===== src/rtl/stg_pkg.sv =====
// Shared STG playfield constants: screen geometry, ship spawn point,
// laser state encoding and the sprite transparent colour.
package stg_pkg;

  localparam int MAX_X   = 384;
  localparam int MAX_Y   = 448;
  localparam int SPAWN_X = MAX_X / 2;
  localparam int SPAWN_Y = MAX_Y - 48;

  typedef enum logic [1:0] {
    LASER_IDLE   = 2'd0,
    LASER_CHARGE = 2'd1,
    LASER_FIRE   = 2'd2,
    LASER_COOL   = 2'd3
  } laser_state_t;

  localparam logic [11:0] TRANSPARENT = 12'h000;

  // a - b through an 11-bit signed intermediate, floored at zero instead of wrapping
  function automatic logic [9:0] clamp_sub(input logic [9:0] a, input logic [9:0] b);
    logic signed [10:0] d;
    d = $signed({1'b0, a}) - $signed({1'b0, b});
    return d[10] ? 10'd0 : d[9:0];
  endfunction

endpackage


===== src/rtl/laser_beam_ctrl_if.sv =====
// Pixel/ROM/control bundle between the playfield mixer (master) and the
// laser beam controller (slave).
interface laser_beam_ctrl_if #(
  parameter int ADDR_W = 8
);
  logic [9:0]        x;
  logic [9:0]        y;
  logic [9:0]        player_x;
  logic [9:0]        player_y;
  logic              shooting;
  logic [ADDR_W-1:0] rom_addr;
  logic [11:0]       rom_rgb;
  logic [11:0]       rgb_out;
  logic              laser_on;
  logic [1:0]        state;
  logic [9:0]        beam_len;

  modport master (
    output x, y, player_x, player_y, shooting, rom_rgb,
    input  rom_addr, rgb_out, laser_on, state, beam_len
  );

  modport slave (
    input  x, y, player_x, player_y, shooting, rom_rgb,
    output rom_addr, rgb_out, laser_on, state, beam_len
  );
endinterface


===== src/rtl/game_tick_gen.sv =====
// Game tick prescaler: tick is high for one clk cycle every TICK_CYCLES cycles.
module game_tick_gen #(
  parameter int TICK_CYCLES = 2000000
) (
  input  logic clk,
  input  logic reset,
  output logic tick
);

  localparam int CW = (TICK_CYCLES > 1) ? $clog2(TICK_CYCLES) : 1;
  localparam logic [CW-1:0] LAST = CW'(TICK_CYCLES - 1);

  logic [CW-1:0] count_r;

  // Free-running cycle counter wrapping at TICK_CYCLES-1
  always_ff @(posedge clk or posedge reset) begin
    if (reset) begin
      count_r <= '0;
    end else if (count_r == LAST) begin
      count_r <= '0;
    end else begin
      count_r <= count_r + CW'(1);
    end
  end

  assign tick = (count_r == LAST);

endmodule


===== src/rtl/laser_beam_ctrl.sv =====
// Multi-beam player laser: tick-driven charge/fire/overheat/cooldown FSM plus
// a per-pixel combinational hit test that addresses the beam sprite ROM.
module laser_beam_ctrl #(
  parameter int MAX_X        = stg_pkg::MAX_X,
  parameter int MAX_Y        = stg_pkg::MAX_Y,
  parameter int TICK_CYCLES  = 2000000,
  parameter int BEAM_W       = 16,
  parameter int SPR_H        = 16,
  parameter int NUM_BEAMS    = 3,
  parameter int BEAM_SPACING = 20,
  parameter int GROW_STEP    = 32,
  parameter int CHARGE_TICKS = 8,
  parameter int FIRE_TICKS   = 60,
  parameter int COOL_TICKS   = 30
) (
  input  logic             clk,
  input  logic             reset,
  laser_beam_ctrl_if.slave bus
);
  import stg_pkg::*;

  localparam int BW_LOG  = $clog2(BEAM_W);
  localparam int SH_LOG  = $clog2(SPR_H);
  localparam int HALF    = (NUM_BEAMS - 1) / 2;
  localparam int CNT_MAX = (FIRE_TICKS > CHARGE_TICKS) ?
                           ((FIRE_TICKS > COOL_TICKS) ? FIRE_TICKS : COOL_TICKS) :
                           ((CHARGE_TICKS > COOL_TICKS) ? CHARGE_TICKS : COOL_TICKS);
  localparam int CNT_W   = $clog2(CNT_MAX + 1);

  localparam logic [9:0]         ORIGIN_X_RST = 10'(MAX_X / 2 - BEAM_W / 2);
  localparam logic [9:0]         ORIGIN_Y_RST = 10'(MAX_Y - 49);
  localparam logic signed [12:0] BW_S         = 13'(BEAM_W);
  localparam logic signed [12:0] MAXX_S       = 13'(MAX_X);

  laser_state_t       state_r;
  logic [CNT_W-1:0]   cnt_r;
  logic [9:0]         beam_len_r;
  logic [9:0]         origin_x_r;
  logic [9:0]         origin_y_r;
  logic               tick_s;
  logic [10:0]        grow_sum_s;
  logic [9:0]         grow_len_s;
  logic [9:0]         entry_len_s;
  logic signed [12:0] px_s;
  logic signed [12:0] py_s;
  logic signed [12:0] oy_s;
  logic signed [12:0] top_s;
  logic signed [12:0] off_s;
  logic signed [12:0] bx_s;
  logic               hit_s;
  logic [BW_LOG-1:0]  dx_s;

  game_tick_gen #(
    .TICK_CYCLES (TICK_CYCLES)
  ) u_tick (
    .clk   (clk),
    .reset (reset),
    .tick  (tick_s)
  );

  // Beam length candidates, both saturated at origin_y so the beam stops at row 0
  always_comb begin
    grow_sum_s = {1'b0, beam_len_r} + 11'(GROW_STEP);
    if (grow_sum_s > {1'b0, origin_y_r}) begin
      grow_len_s = origin_y_r;
    end else begin
      grow_len_s = grow_sum_s[9:0];
    end
    if (11'(GROW_STEP) > {1'b0, origin_y_r}) begin
      entry_len_s = origin_y_r;
    end else begin
      entry_len_s = 10'(GROW_STEP);
    end
  end

  // Anchor latch and laser FSM, advanced only on game ticks
  always_ff @(posedge clk or posedge reset) begin
    if (reset) begin
      state_r    <= LASER_IDLE;
      cnt_r      <= '0;
      beam_len_r <= 10'd0;
      origin_x_r <= ORIGIN_X_RST;
      origin_y_r <= ORIGIN_Y_RST;
    end else if (tick_s) begin
      origin_x_r <= clamp_sub(bus.player_x, 10'(BEAM_W / 2));
      origin_y_r <= clamp_sub(bus.player_y, 10'd1);
      case (state_r)
        LASER_IDLE: begin
          if (bus.shooting) begin
            state_r <= LASER_CHARGE;
            cnt_r   <= '0;
          end
        end
        LASER_CHARGE: begin
          if (!bus.shooting) begin
            state_r <= LASER_IDLE;
            cnt_r   <= '0;
          end else if (cnt_r == CNT_W'(CHARGE_TICKS - 1)) begin
            state_r    <= LASER_FIRE;
            cnt_r      <= '0;
            beam_len_r <= entry_len_s;
          end else begin
            cnt_r <= cnt_r + CNT_W'(1);
          end
        end
        LASER_FIRE: begin
          // Release or overheat: the grown length is never visible outside FIRE,
          // so the beam collapses on the same tick it leaves FIRE.
          if (!bus.shooting || (cnt_r == CNT_W'(FIRE_TICKS - 1))) begin
            state_r    <= LASER_COOL;
            cnt_r      <= '0;
            beam_len_r <= 10'd0;
          end else begin
            cnt_r      <= cnt_r + CNT_W'(1);
            beam_len_r <= grow_len_s;
          end
        end
        LASER_COOL: begin
          beam_len_r <= 10'd0;
          if (cnt_r == CNT_W'(COOL_TICKS - 1)) begin
            state_r <= LASER_IDLE;
            cnt_r   <= '0;
          end else begin
            cnt_r <= cnt_r + CNT_W'(1);
          end
        end
        default: begin
          state_r    <= LASER_IDLE;
          cnt_r      <= '0;
          beam_len_r <= 10'd0;
        end
      endcase
    end
  end

  // Hit test over all beams; iterating downwards lets the lowest index win overlaps
  always_comb begin
    px_s  = $signed({3'b000, bus.x});
    py_s  = $signed({3'b000, bus.y});
    oy_s  = $signed({3'b000, origin_y_r});
    top_s = oy_s - $signed({3'b000, beam_len_r});
    off_s = 13'sd0;
    bx_s  = 13'sd0;
    hit_s = 1'b0;
    dx_s  = '0;
    for (int k = NUM_BEAMS - 1; k >= 0; k--) begin
      off_s = 13'((k - HALF) * BEAM_SPACING);
      bx_s  = $signed({3'b000, origin_x_r}) + off_s;
      if ((bx_s >= 13'sd0) && ((bx_s + BW_S) <= MAXX_S) &&
          (px_s >= bx_s) && (px_s < (bx_s + BW_S)) &&
          (py_s >= top_s) && (py_s < oy_s)) begin
        hit_s = 1'b1;
        dx_s  = bus.x[BW_LOG-1:0] - bx_s[BW_LOG-1:0];
      end else begin
        hit_s = hit_s;
      end
    end
  end

  // Pixel outputs are combinational so the mixer sees them in the same cycle as x/y
  always_comb begin
    if (hit_s) begin
      bus.rom_addr = {bus.y[SH_LOG-1:0], dx_s};
    end else begin
      bus.rom_addr = '0;
    end
    bus.laser_on = hit_s && (state_r == LASER_FIRE) && (bus.rom_rgb != TRANSPARENT);
    bus.rgb_out  = bus.rom_rgb;
    bus.state    = state_r;
    bus.beam_len = beam_len_r;
  end

endmodule


===== src/flat_wrapper.sv =====
// flat-port wrapper written by rule: the top's interface ports become plain ports
module laser_beam_ctrl_flat import stg_pkg::*;
#(
  parameter int MAX_X        = stg_pkg::MAX_X,
  parameter int MAX_Y        = stg_pkg::MAX_Y,
  parameter int TICK_CYCLES  = 2000000,
  parameter int BEAM_W       = 16,
  parameter int SPR_H        = 16,
  parameter int NUM_BEAMS    = 3,
  parameter int BEAM_SPACING = 20,
  parameter int GROW_STEP    = 32,
  parameter int CHARGE_TICKS = 8,
  parameter int FIRE_TICKS   = 60,
  parameter int COOL_TICKS   = 30
)
  (clk, reset, bus_x, bus_y, bus_player_x, bus_player_y, bus_shooting, bus_rom_rgb, bus_rom_addr, bus_rgb_out, bus_laser_on, bus_state, bus_beam_len);
  laser_beam_ctrl_if #(.ADDR_W(8)) bus_i ();
  input  logic clk;
  input  logic reset;
  input wire logic [$bits(bus_i.x)-1:0] bus_x;
  input wire logic [$bits(bus_i.y)-1:0] bus_y;
  input wire logic [$bits(bus_i.player_x)-1:0] bus_player_x;
  input wire logic [$bits(bus_i.player_y)-1:0] bus_player_y;
  input wire logic [$bits(bus_i.shooting)-1:0] bus_shooting;
  input wire logic [$bits(bus_i.rom_rgb)-1:0] bus_rom_rgb;
  output wire logic [$bits(bus_i.rom_addr)-1:0] bus_rom_addr;
  output wire logic [$bits(bus_i.rgb_out)-1:0] bus_rgb_out;
  output wire logic [$bits(bus_i.laser_on)-1:0] bus_laser_on;
  output wire logic [$bits(bus_i.state)-1:0] bus_state;
  output wire logic [$bits(bus_i.beam_len)-1:0] bus_beam_len;
  assign bus_i.x = bus_x;
  assign bus_i.y = bus_y;
  assign bus_i.player_x = bus_player_x;
  assign bus_i.player_y = bus_player_y;
  assign bus_i.shooting = bus_shooting;
  assign bus_i.rom_rgb = bus_rom_rgb;
  assign bus_rom_addr = bus_i.rom_addr;
  assign bus_rgb_out = bus_i.rgb_out;
  assign bus_laser_on = bus_i.laser_on;
  assign bus_state = bus_i.state;
  assign bus_beam_len = bus_i.beam_len;
  laser_beam_ctrl #(.MAX_X(MAX_X), .MAX_Y(MAX_Y), .TICK_CYCLES(TICK_CYCLES), .BEAM_W(BEAM_W), .SPR_H(SPR_H), .NUM_BEAMS(NUM_BEAMS), .BEAM_SPACING(BEAM_SPACING), .GROW_STEP(GROW_STEP), .CHARGE_TICKS(CHARGE_TICKS), .FIRE_TICKS(FIRE_TICKS), .COOL_TICKS(COOL_TICKS)) u_core (.clk(clk), .reset(reset), .bus(bus_i));
endmodule

===== config.mk =====
export PLATFORM = sky130hd
export DESIGN_NAME = laser_beam_ctrl_flat
export DESIGN_NICKNAME = d
export VERILOG_FILES = /design/src/rtl/stg_pkg.sv /design/src/rtl/laser_beam_ctrl_if.sv /design/src/rtl/game_tick_gen.sv /design/src/rtl/laser_beam_ctrl.sv /design/src/flat_wrapper.sv
export SDC_FILE = /design/constraint.sdc
export NUM_CORES = 1
export LEC_CHECK = 0
export BUFFER_PORTS_ARGS = -buffer_cell sky130_fd_sc_hd__buf_2
export CAP_MARGIN = 40
export CORE_MARGIN = 2
export CORE_UTILIZATION = 50
export DETAILED_ROUTE_END_ITERATION = 10
export PLACE_DENSITY = 0.71
export SYNTH_ARGS = -nofsm -noshare
export SYNTH_HDL_FRONTEND = slang
export SYNTH_SLANG_ARGS = --single-unit

===== constraint.sdc =====
create_clock -name clk -period 6.9 [get_ports clk]
set_clock_uncertainty 0.2 [all_clocks]
set_input_delay 1.035 -clock clk [delete_from_list [all_inputs] [get_ports clk]]
set_output_delay 1.035 -clock clk [all_outputs]
set_load 0.005 [all_outputs]

==> results by group, run 1 <==
Outcome
  • Outcome: finished, final reports clean

CTS
  • Clk root buf: clkbuf_16
  • Hold buffer count at cts: 0
  • Maximum clock insertion buffer count: 2
  • Clock Latency Late Sink: 0.33 ns
  • CTS Buf Count: 9
  • Clock Pin Slew Worst Setup and Hold Paths: 0.05 ns
  • H-Tree Depth: 3
  • CTS tree: built
  • Post-CTS setup repair buffer count: 0
  • Clock sinks: 59
  • PostCTS Resize Cnt: 0

Logic synthesis
  • Post-synthesis simple-gate area fraction: 22.22%
  • Flop and latch count out of synthesis: 59
  • Complex-gate fraction of the synthesized area: 20.78%
  • Mux share of post-synthesis cell area: 0.7832%
  • Post-synth EDFFs: 0
  • Synth warn: 0
  • Async set-or-reset flop fraction in the synthesized netlist: 100.0%
  • Xor/xnor cell area share of the yosys netlist: 7.202%
  • Syn nets: 941
  • Ys flop type: dfrtp_1
  • Netlist Area Pre-Place: 6550 um2
  • Synth Area in Adders: 19.90%
  • Sequential-to-total area share from yosys stat: 22.73%
  • Syn Inst Count: 783
  • Main combinational cell family by area after synthesis: simple AND/OR/NAND/NOR gates
  • Mean post-synth cell area: 8.365 um2
  • Cell variety after synth: 76

Layout
  • Syn-to-layout area delta: 12.42%
  • Multi-input combinational cell area: 4643 um2
  • Commonest cells after routing, fill and taps aside: ha_1 (101), buf_2 (88), inv_1 (63)
  • Fraction of layout cells with a size suffix above 1: 15.58%
  • Nets: 1013
  • Most common library cell in the layout ignoring fill and taps: ha_1
  • Fill cells: 1169
  • N_diodes: 0
  • Finished Layout Cells: 1032
  • Design Area, Final: 7363 um2
  • Storage element area: 1489 um2

Critical path
  • CP required: 5.66 ns
  • Worst EP arrival: 4.78 ns
  • R2R depth: 9
  • Critical path fanouts, max: 5
  • Crit. End Element: output port
  • Worst Setup Start Kind: register
  • WS Path Type: reg -> out

Global route
  • GRT Overall Usage: 24.17%
  • Largest net degree at the start of global routing: 60
  • Initial antenna violation count: 0
  • Grt met1 use: 34.58%
  • GR peak layer: met2
  • Met3 Usage GRT: 4.440%
  • Met2 GRT Util: 37.97%
  • GR Overflow Total: 0
  • Vias in the first global route: 5839
  • First-pass GRT wire length: 28080 um

Power and ir drop
  • Worst VDD drop: 0.1499 mV
  • Power per Cell Area: 122.3 nW/um2
  • Leakage: 3.574 nW

Run
  • Number of max-cap violations: 0

Timing
  • Slew HR: 50.53%
  • WHS: 0.2793 ns
  • Max Clk Rate: 166.2 MHz
  • Crit path time final: 6.015 ns
  • Final Hold Viols: 0
  • Tcrit/Tclk final: 87.18%
  • Pins Over Slew Limit: 0
  • Setup_tns: 0 ns
  • Unrepaired setup endpoints after global routing: no
  • Worst-margin pin slew: 0.7421 ns
  • Final setup fails: 0

Place
  • I/O Buffers: 87
  • Placed cells: 1016
  • Gpl congestion: 0.8802
  • DP HPWL: 13430 um
  • DP Area: 7066 um2

Floorplan
  • Die height: 118.5 um
  • Effective utilization at floorplan: 51.49%
  • Number of I/O pins: 88
  • Die X-Extent: 118.5 um
  • Core area: 12720 um2
  • # rows: 41
  • Total die area: 14030 um2

Hold path
  • Worst hold path type: reg -> reg
  • Hold Path Depth: 1

Routing
  • Post-route ant nets: 0
  • Vias: 6124
  • Detailed Routing Iterations Pass 1: 5
  • Routed len/inst: 16.45 um
  • Final wirelength: 16980 um
  • Residual DRC: 0
  • DRT iter0 DRCs: 317
  • Via/cell ratio: 5.934
## final timing paths
| path | slack, ns | to | startpoint |
|---|---|---|---|
| max | 0.88 | bus_rom_addr[3] | u_core.bus.beam_len[1]$_DFFE_PP0P_ |
| min | 0.28 | u_core.u_tick.count_r[4]$_DFF_PP0_ | u_core.u_tick.count_r[4]$_DFF_PP0_ |
| max reg2reg | 3.73 | u_core.bus.beam_len[8]$_DFFE_PP0P_ | u_core.bus.beam_len[5]$_DFFE_PP0P_ |
| min reg2reg | 0.28 | u_core.u_tick.count_r[4]$_DFF_PP0_ | u_core.u_tick.count_r[4]$_DFF_PP0_ |
| max in group asynchronous | 5.29 | u_core.u_tick.count_r[10]$_DFF_PP0_ | reset |
| min in group asynchronous | 0.72 | u_core.bus.state[0]$_DFFE_PP0P_ | reset |
## worst max-delay path, cell delays in order, from the launching register on
cell and delay (ns):
dfrtp_1 0.41, inv_1 0.10, ha_1 0.32, nor2b_1 0.14, o21ai_0 0.21, a21oi_1 0.12, o21ai_0 0.21, a21oi_1 0.10
o21a_1 0.20, nor2_1 0.14, xor2_1 0.16, ha_1 0.25, and3_1 0.18, a221o_1 0.35, a221oi_1 0.31, a22oi_1 0.19
and4_1 0.20, o211a_1 0.15, or4b_1 0.53, nand4_1 0.08, buf_2 0.11
## stage by stage
stage,power (mW),setup WS [ns],util [%]
2_1_floorplan,0.4187,1.689,-
3_3_place_gp,0.4588,1.325,55.50
3_5_place_dp,0.4624,1.235,55.54
4_1_cts,0.9093,0.8836,57.88
5_1_grt,0.9386,0.4598,57.88
6_report,0.9008,0.8848,57.88
## cells in the mapped netlist (all sizes together) (10+ instances only)
cell	n	share of area (%)
nand2	46	2.6
and3	12	1.1
nor4	13	1.2
xnor2	35	4.8
o22ai	13	1.2
nor2b	17	1.6
nand2b	13	1.2
ha	101	19
nand3	36	2.8
xor2	18	2.4
o21a	18	2.1
inv	64	3.7
or3	11	1.3
o21ai	42	3.2
clkbuf	11	0.63
a21oi	41	3.2
dfrtp	49	19
nor2	42	2.4
buf	21	2.1
nand4	21	2.0
a21o	12	1.4
o211ai	11	1.4
nor3	28	2.2
dfstp	10	4.0
## per-layer routing
metal  up-vias  wire length, um
li1       3021                -
met1      2902             8277
met2       186             7402
met3        15             1081
met4         0              217
met5         -                0
## flip-flops by register name, summed over array words and instances (netlist names), named ones only
signal,flops
u_core.bus.state,1
u_core.cnt_r,6
u_core.origin_y_r,10
u_core.u_tick.count_r,21
u_core.origin_x_r,10
u_core.bus.beam_len,10
## cell type report
class                           instances  area share [%]
Multi-Input combinational cell        628           63.06
Timing Repair Buffer                   93           6.491
Clock buffer                           12           3.347
Inverter                               64           3.263
Clock inverter                          4          0.6967
Sequential cell                        59           20.22
Tap cell                              172           2.923
## where the power goes
group          leakage, nW  internal [mW]  switching (mW)
Combinational         2.71         0.0469          0.0612
Sequential           0.724          0.347         0.00180
Clock                0.143          0.289           0.154
## kinds of logic (layout without fill, tap and decap cells)
| group | Yosys count | count (layout) |
|---|---|---|
| compound gates | 198 | 198 |
| simple gates | 269 | 269 |
| flops | 59 | 59 |
| xor+xnor | 53 | 53 |
| fa+ha+maj | 103 | 103 |
| mux | 5 | 5 |
| buf+inv | 96 | 173 |
(Power assumes the default switching activity.)
==> run 2, diff against run 1 <==
- CELL_PAD_IN_SITES_DETAIL_PLACEMENT: unset -> 1
- CELL_PAD_IN_SITES_GLOBAL_PLACEMENT: unset -> 2
- CORE_UTILIZATION: 50 -> 36
- PLACE_DENSITY: 0.71 -> unset
- PLACE_DENSITY_LB_ADDON: unset -> 0.1
==> run 2 against run 1 <==
Net effect: maximum frequency is 0.91% lower; utilization shrank 17 points; largest cell class unchanged; clock-buffer cell count up 1; non-clock buffer count is the same; sequential cell count is the same; sequential power about the same; via count grew 0.20%; highest routed layer unchanged; die area up 37%; wire length grew 22%; first-iteration DRC count down 24%; combinational power about the same.
==> results by group, run 2 (same netlist as run 1, synthesis figures left out) <==
Power and ir drop
  • Worst VDD drop: 0.1083 mV (-28%)
  • Final Power: 0.8543 mW (-5.2%)
  • Leakage: 3.558 nW (-0.42%)
  • Power per Cell Area: 115.4 nW/um2 (-5.6%)

CTS
  • Clock Pin Slew Worst Setup and Hold Paths: 0.05 ns (about the same)
  • Post-CTS setup repair buffer count: 0 (unchanged)
  • H-Tree Depth: 3 (unchanged)
  • Hold buffer count at cts: 0 (unchanged)
  • Clock sinks: 59 (unchanged)
  • PostCTS Resize Cnt: 0 (unchanged)
  • Clk root buf: clkbuf_16
  • CTS Buf Count: 9 (unchanged)
  • Maximum clock insertion buffer count: 2 (unchanged)
  • Clock Latency Late Sink: 0.32 ns (about the same)
  • CTS tree: built

Global route
  • GR Overflow Total: 0 (unchanged)
  • Vias in the first global route: 6467 (+11%)
  • Grt met1 use: 31.85% (-2.7 points)
  • Initial antenna violation count: 1 (+1)
  • Met3 Usage GRT: 3.246% (-1.2 points)
  • First-pass GRT wire length: 34250 um (+22%)
  • GR peak layer: met2
  • Met2 GRT Util: 33.99% (-4.0 points)
  • Largest net degree at the start of global routing: 60 (unchanged)
  • GRT Overall Usage: 21.79% (-2.4 points)

Timing
  • Worst setup margin: 0.8298 ns (-0.05495 ns)
  • Tcrit/Tclk final: 87.97% (+0.80 points)
  • Crit path time final: 6.070 ns (+0.05495 ns)
  • Max Clk Rate: 164.7 MHz (-0.91%)
  • Final Hold Viols: 0 (unchanged)
  • Worst-margin pin slew: 0.8690 ns (+0.1269 ns)
  • Setup_tns: 0 ns (unchanged)
  • Pins Over Slew Limit: 0 (unchanged)
  • Final setup fails: 0 (unchanged)
  • Unrepaired setup endpoints after global routing: no
  • Slew HR: 41.62% (-8.9 points)

Routing
  • Final wirelength: 20780 um (+22%)
  • Routed len/inst: 19.07 um (+16%)
  • Post-route ant nets: 0 (unchanged)
  • Residual DRC: 0 (unchanged)
  • Via/cell ratio: 5.629 (-5.1%)
  • DRT iter0 DRCs: 240 (-24%)
  • Detailed Routing Iterations Pass 1: 4 (-1)
  • Vias: 6136 (+0.20%)

Layout
  • Design Area, Final: 7401 um2 (+0.51%)
  • Largest register FFs: 21 (unchanged)
  • Fraction of layout cells with a size suffix above 1: 15.47% (-0.12 points)
  • Most common library cell in the layout ignoring fill and taps: ha_1
  • Syn-to-layout area delta: 12.99%
  • Commonest cells after routing, fill and taps aside: ha_1 (101), buf_2 (88), inv_1 (63)
  • Register with the most flip-flops: u_core.u_tick.count_r
  • Nets: 1013 (unchanged)

Critical path
  • Worst EP arrival: 4.84 ns (+0.06 ns)
  • CP required: 5.66 ns (about the same)
  • Critical path fanouts, max: 5 (unchanged)
  • Worst Setup Start Kind: register
  • Crit. End Element: output port
  • WS Path Type: reg -> out
  • R2R depth: 9 (unchanged)

Floorplan
  • Die height: 138.9 um (+17%)
  • Die X-Extent: 138.9 um (+17%)
  • Core area: 17900 um2 (+41%)
  • # rows: 49 (+20%)
  • Number of I/O pins: 88 (unchanged)
  • Total die area: 19290 um2 (+37%)
  • Effective utilization at floorplan: 36.59% (-15 points)

Run
  • Number of max-cap violations: 0 (unchanged)

Hold path
  • Hold Path Depth: 1 (unchanged)
  • Worst hold path type: reg -> reg

Place
  • DP HPWL: 16970 um (+26%)
  • DP Area: 7143 um2 (+1.1%)
  • I/O Buffers: 87 (unchanged)
  • Worst slack, placed: 1.154 ns (-0.08086 ns)
  • Gpl congestion: 0.8300 (-5.7%)

Outcome
  • Outcome: finished, final reports clean
==> run 2: power by group <==
| part | switching [mW] | leakage, nW | internal (mW) |
|---|---|---|---|
| Clock | 0.152 | 0.127 | 0.241 |
| Sequential | 0.00198 | 0.724 | 0.347 |
| Combinational | 0.0640 | 2.71 | 0.0473 |
| Total | 0.218 | 3.56 | 0.636 |
==> run 2: area by class of cell <==
| cell class | instances | area (um2) |
|---|---|---|
| inverters | 64 | 240.2 |
| multi-input cells | 628 | 4649 |
| repair buffers | 93 | 478.0 |
| flip-flops and latches | 59 | 1489 |
| diodes | 1 | 2.502 |
| clock buffers | 13 | 240.2 |
| well taps | 229 | 286.5 |
| clock inverters | 3 | 15.01 |
| fillers | 2196 | 10500 |
==> run 2: metrics by stage <==
| stage | std cells | util (%) | hold WS [ns] |
|---|---|---|---|
| 2_1_floorplan | 783 | - | 0.2461 |
| 5_1_grt | 1089 | 41.33 | 0.3048 |
| 4_1_cts | 1089 | 41.33 | 0.2806 |
| 3_3_place_gp | 1071 | 39.83 | 0.2622 |
| 3_5_place_dp | 1073 | 39.90 | 0.2651 |
| 6_report | 1090 | 41.34 | 0.2851 |
==> run 2: metal layers <==
layer	vias to the layer above	part of all wire [%]	wire length, um
met5	-	0	0
li1	3023	-	-
met2	88	44	9154
met1	3003	51	10620
met4	0	1.6	330
met3	22	3.3	678
==> run 2: worst paths after layout <==
path	startpoint	to	slack (ns)
setup / recovery	u_core.bus.beam_len[1]$_DFFE_PP0P_	bus_rom_addr[3]	0.83
hold / removal	u_core.u_tick.count_r[4]$_DFF_PP0_	u_core.u_tick.count_r[4]$_DFF_PP0_	0.29
setup reg to reg	u_core.bus.beam_len[5]$_DFFE_PP0P_	u_core.bus.beam_len[9]$_DFFE_PP0P_	3.68
hold reg to reg	u_core.u_tick.count_r[4]$_DFF_PP0_	u_core.u_tick.count_r[4]$_DFF_PP0_	0.29
max in group asynchronous	reset	asynchronous set/reset pin	5.24
min in group asynchronous	reset	u_core.cnt_r[0]$_DFFE_PP0P_	0.75
==> run 2: critical path, cell delays in order (launching register included) <==
cell and delay [ns]:
dfrtp_1 0.41, inv_1 0.11, ha_1 0.33, nor2b_1 0.14, o21ai_0 0.21, a21oi_1 0.12
o21ai_0 0.22, a21oi_1 0.11, o21a_1 0.21, nor2_1 0.12, xor2_1 0.16, ha_1 0.25
and3_1 0.19, a221o_1 0.35, a221oi_1 0.30, a22oi_1 0.20, and4_1 0.21, o211a_1 0.15
or4b_1 0.52, nand4_1 0.08, buf_2 0.11
